## src/rtl/window_sequencer.sv

```systemverilog
// window_sequencer
// Frame-level controller around a sliding-window line buffer. It accepts one
// raster-ordered frame of pixels from upstream, forwards them (registered) to
// the line buffer, counts the buffer's window-valid pulses to detect the end
// of the frame, applies the vertical stride to those pulses and tracks the
// output coordinates of each surviving window.
module window_sequencer #(
  parameter int KER_SIZE = 3,
  parameter int BITWIDTH = 8,
  parameter int NFMAPS   = 3,
  parameter int STRIDE   = 1,
  parameter int NW       = 32,
  parameter int NH       = 32,
  localparam int WPR = (NW - KER_SIZE) / STRIDE + 1,
  localparam int WPC = (NH - KER_SIZE) / STRIDE + 1,
  localparam int TOT = (NH - KER_SIZE + 1) * WPR,
  localparam int CW  = $clog2(NW),
  localparam int RW  = $clog2(NH),
  localparam int DW  = NFMAPS * BITWIDTH
) (
  input  logic          clk,
  input  logic          rstn,
  input  logic          start,
  input  logic          abort,
  input  logic          in_valid,
  output logic          in_ready,
  input  logic [DW-1:0] in_data,
  output logic          buf_valid,
  output logic          buf_flush,
  output logic [DW-1:0] buf_D,
  input  logic          buf_ready,
  output logic          win_valid,
  output logic [CW-1:0] win_col,
  output logic [RW-1:0] win_row,
  output logic          busy,
  output logic          frame_done,
  output logic          err
);

  // Counter widths: each counter holds exactly its largest value.
  localparam int TW = $clog2(TOT + 1);
  localparam int PW = (WPR > 1) ? $clog2(WPR) : 1;
  localparam int SW = (STRIDE > 1) ? $clog2(STRIDE) : 1;

  // Terminal values, pre-sized to the counters they are compared against.
  localparam logic [CW-1:0] PIX_COL_LAST = CW'(NW - 1);
  localparam logic [RW-1:0] PIX_ROW_LAST = RW'(NH - 1);
  localparam logic [TW-1:0] WIN_TOTAL    = TW'(TOT);
  localparam logic [PW-1:0] WPR_LAST     = PW'(WPR - 1);
  localparam logic [SW-1:0] PHASE_LAST   = SW'(STRIDE - 1);
  localparam logic [CW-1:0] WIN_COL_LAST = CW'(WPR - 1);
  // One past the last output row; the row counter parks here after the
  // final window so stray pulses can never wrap it.
  localparam logic [RW-1:0] WIN_ROW_END  = RW'(WPC);

  typedef enum logic [2:0] {
    S_IDLE  = 3'd0,
    S_FILL  = 3'd1,
    S_DRAIN = 3'd2,
    S_FLUSH = 3'd3,
    S_DONE  = 3'd4
  } state_t;

  state_t        r_state;
  logic          r_aborted;
  logic          r_in_ready;
  logic          r_busy;
  logic          r_buf_flush;
  logic          r_frame_done;
  logic          r_err;

  logic [CW-1:0] r_pix_col;
  logic [RW-1:0] r_pix_row;

  logic          r_buf_valid;
  logic [DW-1:0] r_buf_d;

  logic [TW-1:0] r_win_cnt;
  logic [PW-1:0] r_wpr_cnt;
  logic [SW-1:0] r_phase;

  logic [CW-1:0] r_win_col;
  logic [RW-1:0] r_win_row;

  logic          w_accept;
  logic          w_active;
  logic          w_start_ok;
  logic          w_last_pix;
  logic          w_win_pulse;
  logic          w_win_valid;
  logic          w_stray_ready;

  assign w_accept      = in_valid && r_in_ready;
  assign w_active      = (r_state == S_FILL) || (r_state == S_DRAIN);
  assign w_start_ok    = start && (r_state == S_IDLE);
  assign w_last_pix    = w_accept && (r_pix_col == PIX_COL_LAST) && (r_pix_row == PIX_ROW_LAST);
  // Every buffer window seen while a frame is live, before vertical striding.
  assign w_win_pulse   = buf_ready && w_active;
  // Only windows on rows that are a multiple of the stride survive.
  assign w_win_valid   = w_win_pulse && (r_phase == '0);
  // A window pulse with no frame in flight means the buffer is out of step.
  assign w_stray_ready = buf_ready &&
                         ((r_state == S_IDLE) || (r_state == S_FLUSH) || (r_state == S_DONE));

  // Frame FSM; status outputs are registered alongside the state so they
  // always agree with it cycle for cycle.
  always_ff @(posedge clk or negedge rstn) begin
    if (!rstn) begin
      r_state      <= S_IDLE;
      r_aborted    <= 1'b0;
      r_in_ready   <= 1'b0;
      r_busy       <= 1'b0;
      r_buf_flush  <= 1'b0;
      r_frame_done <= 1'b0;
    end else begin
      case (r_state)
        S_IDLE: begin
          // start beats a simultaneous abort simply because abort is not
          // looked at in this state.
          if (start) begin
            r_state    <= S_FILL;
            r_aborted  <= 1'b0;
            r_in_ready <= 1'b1;
            r_busy     <= 1'b1;
          end
        end
        S_FILL: begin
          if (abort) begin
            r_state     <= S_FLUSH;
            r_aborted   <= 1'b1;
            r_in_ready  <= 1'b0;
            r_buf_flush <= 1'b1;
          end else if (w_last_pix) begin
            // Always pass through DRAIN, even if every window has already
            // been counted; DRAIN then leaves on its first cycle.
            r_state    <= S_DRAIN;
            r_in_ready <= 1'b0;
          end
        end
        S_DRAIN: begin
          if (abort) begin
            r_state     <= S_FLUSH;
            r_aborted   <= 1'b1;
            r_buf_flush <= 1'b1;
          end else if (r_win_cnt == WIN_TOTAL) begin
            r_state     <= S_FLUSH;
            r_buf_flush <= 1'b1;
          end
        end
        S_FLUSH: begin
          // An aborted frame returns straight to IDLE with no done pulse.
          r_buf_flush <= 1'b0;
          r_busy      <= 1'b0;
          r_aborted   <= 1'b0;
          if (r_aborted) begin
            r_state <= S_IDLE;
          end else begin
            r_state      <= S_DONE;
            r_frame_done <= 1'b1;
          end
        end
        S_DONE: begin
          r_state      <= S_IDLE;
          r_frame_done <= 1'b0;
        end
        default: begin
          r_state      <= S_IDLE;
          r_aborted    <= 1'b0;
          r_in_ready   <= 1'b0;
          r_busy       <= 1'b0;
          r_buf_flush  <= 1'b0;
          r_frame_done <= 1'b0;
        end
      endcase
    end
  end

  // Raster position of the next pixel to be accepted.
  always_ff @(posedge clk or negedge rstn) begin
    if (!rstn) begin
      r_pix_col <= '0;
      r_pix_row <= '0;
    end else if (w_start_ok) begin
      r_pix_col <= '0;
      r_pix_row <= '0;
    end else if (w_accept) begin
      if (r_pix_col == PIX_COL_LAST) begin
        r_pix_col <= '0;
        r_pix_row <= (r_pix_row == PIX_ROW_LAST) ? '0 : r_pix_row + 1'b1;
      end else begin
        r_pix_col <= r_pix_col + 1'b1;
      end
    end
  end

  // Pixel path to the line buffer: one register stage; data holds when idle.
  always_ff @(posedge clk or negedge rstn) begin
    if (!rstn) begin
      r_buf_valid <= 1'b0;
      r_buf_d     <= '0;
    end else begin
      r_buf_valid <= w_accept;
      if (w_accept) begin
        r_buf_d <= in_data;
      end
    end
  end

  // Buffer-window bookkeeping: total count for end-of-frame detection, and
  // position within the current window row to derive the vertical phase.
  always_ff @(posedge clk or negedge rstn) begin
    if (!rstn) begin
      r_win_cnt <= '0;
      r_wpr_cnt <= '0;
      r_phase   <= '0;
    end else if (w_start_ok) begin
      r_win_cnt <= '0;
      r_wpr_cnt <= '0;
      r_phase   <= '0;
    end else if (w_win_pulse) begin
      if (r_win_cnt != WIN_TOTAL) begin
        r_win_cnt <= r_win_cnt + 1'b1;
      end
      if (r_wpr_cnt == WPR_LAST) begin
        r_wpr_cnt <= '0;
        r_phase   <= (r_phase == PHASE_LAST) ? '0 : r_phase + 1'b1;
      end else begin
        r_wpr_cnt <= r_wpr_cnt + 1'b1;
      end
    end
  end

  // Output-grid coordinates of the current (or next expected) window.
  always_ff @(posedge clk or negedge rstn) begin
    if (!rstn) begin
      r_win_col <= '0;
      r_win_row <= '0;
    end else if (w_start_ok) begin
      r_win_col <= '0;
      r_win_row <= '0;
    end else if (w_win_valid) begin
      if (r_win_col == WIN_COL_LAST) begin
        r_win_col <= '0;
        if (r_win_row != WIN_ROW_END) begin
          r_win_row <= r_win_row + 1'b1;
        end
      end else begin
        r_win_col <= r_win_col + 1'b1;
      end
    end
  end

  // Sticky error flag; a stray pulse in the same cycle as start still flags.
  always_ff @(posedge clk or negedge rstn) begin
    if (!rstn) begin
      r_err <= 1'b0;
    end else if (w_stray_ready) begin
      r_err <= 1'b1;
    end else if (w_start_ok) begin
      r_err <= 1'b0;
    end
  end

  assign in_ready   = r_in_ready;
  assign buf_valid  = r_buf_valid;
  assign buf_flush  = r_buf_flush;
  assign buf_D      = r_buf_d;
  assign win_valid  = w_win_valid;
  assign win_col    = r_win_col;
  assign win_row    = r_win_row;
  assign busy       = r_busy;
  assign frame_done = r_frame_done;
  assign err        = r_err;

endmodule

```

## config.mk

```make
export PLATFORM = sky130hd
export DESIGN_NAME = window_sequencer
export DESIGN_NICKNAME = d
export VERILOG_FILES = /design/src/rtl/window_sequencer.sv
export SDC_FILE = /design/constraint.sdc
export NUM_CORES = 1
export LEC_CHECK = 0
export ABC_CLOCK_PERIOD_IN_PS = 2500
export CAP_MARGIN = 30
export CORE_MARGIN = 2
export CORE_UTILIZATION = 50
export DETAILED_ROUTE_END_ITERATION = 7
export GPL_TIMING_DRIVEN = 1
export PLACE_DENSITY = 0.89
export SLEW_MARGIN = 20
export SYNTH_ARGS = -nofsm -noshare
export SYNTH_HDL_FRONTEND = slang
export SYNTH_SLANG_ARGS = --single-unit
export TNS_END_PERCENT = 100
```

## constraint.sdc

```tcl
create_clock -name clk -period 2.5 [get_ports clk]
set_input_delay 0.5 -clock clk [delete_from_list [all_inputs] [get_ports clk]]
set_output_delay 0.5 -clock clk [all_outputs]
set_load 0.01 [all_outputs]
```

==> flow_metrics.py <==
metrics = {
    "global_routing": {
        "overflow": 0,
        "antenna_found_initial": 0,
        "track_usage_pct": 23.2,
        "grt_pass1_vias": 2418,
        "grt_pass1_wl_microns": 11600,
        "grt_start_max_net_pins": 41,
    },
    "run": {
        "max_cap_violations": 0,
    },
    "detailed_routing": {
        "viasPerCell": 5.74,
        "drt-initial-drc-count": 155,
        "routed_wl_microns": 7290,
        "wl_per_cell_microns": 16.8,
        "drc_errors": 0,
        "vias": 2491,
        "firstDrtPassIters": 5,
        "antenna_left": 0,
    },
    "synth": {
        "syn_area_sq_mm": 0.00300,
        "synth.top_cell.area_share_pct": 53.5,
        "synth_area_leaders": "dfrtp_1 53%, mux2_2 9.0%, ha_1 4.2%, a21oi_1 3.8%, o21ai_0 2.7%",
        "synthFlopType": "dfrtp_1",
        "synth_commonest_cells": "64 x dfrtp_1, 24 x mux2_2, 23 x a21oi_1, 18 x nor2_1, 16 x o21ai_0",
        "synthDistinctLibCells": 47,
        "synth_edf_count": 0,
        "synth_most_common_cell": "dfrtp_1",
        "yosys.area.top_type": "dfrtp_1",
        "synth_area_per_cell_sq_um": 11.0,
        "yosysWarnings": 0,
        "syn_inst": 273,
        "synthArstFlopShare_pct": 100,
        "ys_seq_area_share_pct": 53.5,
        "synth_seq_cells": 64,
        "syn_nets": 313,
    },
    "die": {
        "design.core.area_sq_mm": 0.00585,
        "die_area_sq_mm": 0.00663,
        "initial_utilization_pct": 51.2,
        "rows": 28,
        "num_io_pins": 71,
        "die_h_microns": 81.4,
        "dieWidth_microns": 81.4,
    },
    "timing": {
        "worst_pin_slew_ps": 584,
        "worst_slack_ps": 80.9,
        "period_needed_ps": 2420,
        "setup_viol": 0,
        "slew_viol_final": 0,
        "timing.setup.tns_ps": 0,
        "fmax_mhz": 413,
        "skew_ps": 6.18,
        "grt_setup_unrepaired": "no",
        "finalCritPeriodShare_pct": 96.8,
        "slew_headroom_pct": 61.1,
        "hold_violations": 0,
    },
    "place": {
        "place_congestion": 0.847,
        "dp.cells": 418,
        "dp_hpwl_microns": 4820,
        "place_ws_ps": 89.0,
        "port_buffers": 70,
    },
    "pwr": {
        "clkPwrFrac_pct": 23.3,
        "switching_share_pct": 33.7,
        "peakVddDrop_uv": 681,
        "leakagePower_nw": 1.72,
        "total_power_w": 0.00437,
        "combPwrFrac_pct": 38.4,
        "p_seq_share_pct": 38.3,
        "power_per_cell_area_mw_per_mm2": 1080,
        "cellInternalPower_w": 0.00290,
        "p_switching_w": 0.00147,
    },
    "critical_path": {
        "ff2ff_path_depth": 6,
        "arrival_ps": 1920,
        "critPathMaxStageDelay_ps": 530,
        "regToRegSetupSlack_ps": 190,
        "end_kind": "primary output",
        "crit_path_frequent_cell": "clkdlybuf4s50_1",
        "required_ps": 2000,
        "critPathKind": "primary input to primary output",
        "slowest_stage": "clkdlybuf4s50_1",
        "start_kind": "primary input",
        "worstPathCellList": "clkdlybuf4s50_1 > nor2b_1 > buf_4 > nand2_2 > inv_1 > clkdlybuf4s50_1",
        "worstPathMaxFanout": 2,
    },
    "cts": {
        "cts_buffers": 9,
        "cts_resized": 0,
        "post_cts_buffers": 0,
        "clock_latency_ps": 340,
        "clock_sinks": 64,
        "cts_tree": "done",
        "path_clk_slew_ps": 70,
        "cts_hold_buf": 0,
        "cts_buffer_depth": 2,
        "cts_max_level": 3,
        "root_buffer": "clkbuf_8",
    },
    "cells_and_area": {
        "final_net_count": 394,
        "n_antenna_cell": 0,
        "area_growth_pct": 35.4,
        "post-route-util_pct": 69.3,
        "final_cells": 434,
        "drive_above_1_share_pct": 17.5,
    },
    "worst_hold_path": {
        "hold_class": "primary input to asynchronous set/reset pin",
    },
    "status": {
        "status": "finished clean",
    },
}
## metrics by stage
stage,instance area (sq um),hold slack (ps)
floorplan,3000,204
global placement,3820,468
detailed placement,3820,481
CTS,4050,168
global route,4060,185
finish,4060,152
## logic make-up (layout without fill, tap and decap cells)
| group | after synthesis | after routing | share of synthesized area, % |
|---|---|---|---|
| and+or+nand+nor | 87 | 87 | 16.2 |
| muxes | 26 | 26 | 9.69 |
| buffers and inverters | 22 | 108 | 3.13 |
| xor gates and xnor gates | 4 | 4 | 1.42 |
| adders and majority gates | 10 | 10 | 4.18 |
| DFF | 64 | 64 | 53.5 |
| AOI/OAI and AO/OA | 60 | 60 | 11.9 |
## worst max-delay path: cells and delay by family
family	cells	cell delay (ps)
buf+inv	4	1230
simple gates	2	190
## metal layers
| layer | share of wire, % | track usage (%) | up-vias |
|---|---|---|---|
| met3 | 3.5 | 3.89 | 21 |
| met4 | 3.0 | 12.4 | 0 |
| li1 | - | - | 1154 |
| met1 | 42 | 31.4 | 1243 |
| met5 | 0 | 0 | - |
| met2 | 52 | 35.7 | 73 |
## final cells by class
class | count | area (sq um)
clock buffer | 10 | 138
tap | 75 | 93.8
clock inverter | 6 | 91.3
inverter | 12 | 45.0
multi-input combinational | 187 | 1300
timing repair buffer | 80 | 783
fill | 425 | 1800
sequential | 64 | 1600
## registers in the layout (all words and copies together) (netlist names)
| register | count |
|---|---|
| win_row | 5 |
| in_ready | 1 |
| buf_flush | 1 |
| frame_done | 1 |
| win_col | 5 |
| r_win_cnt | 10 |
| busy | 1 |
| r_pix_col | 5 |
| buf_D | 24 |
| r_pix_row | 5 |
| r_state | 3 |
| buf_valid | 1 |
| err | 1 |
| r_aborted | 1 |
## worst paths after layout
path                               from           end
max                           buf_ready     win_valid
min                                rstn      buf_D[1]
max reg2reg                r_pix_col[0]  r_pix_row[2]
min reg2reg                  frame_done    frame_done
max in group asynchronous          rstn    win_row[4]
min in group clk             frame_done    frame_done
## cell usage in the layout (no fill, tap or decap), types with 9 or more instances in the layout
cell type        count
a21oi_1             23
buf_4                9
clkbuf_8            10
clkdlybuf4s50_1     69
dfrtp_1             62
ha_1                10
inv_1               12
mux2_2              24
nand2_1             14
nand3_1              9
nor2_1              18
o21ai_0             16
## power groups by stage
stage	registers (W)	logic (W)	clock network [W]
detailed placement	0.00168	0.00167	0
global route	0.00172	0.00182	0.00108
global placement	0.00164	0.00161	0
CTS	0.00167	0.00169	0.00103
finish	0.00167	0.00168	0.00102
floorplan	0.00172	0.000771	0
Power figures use the tool's default switching activity.
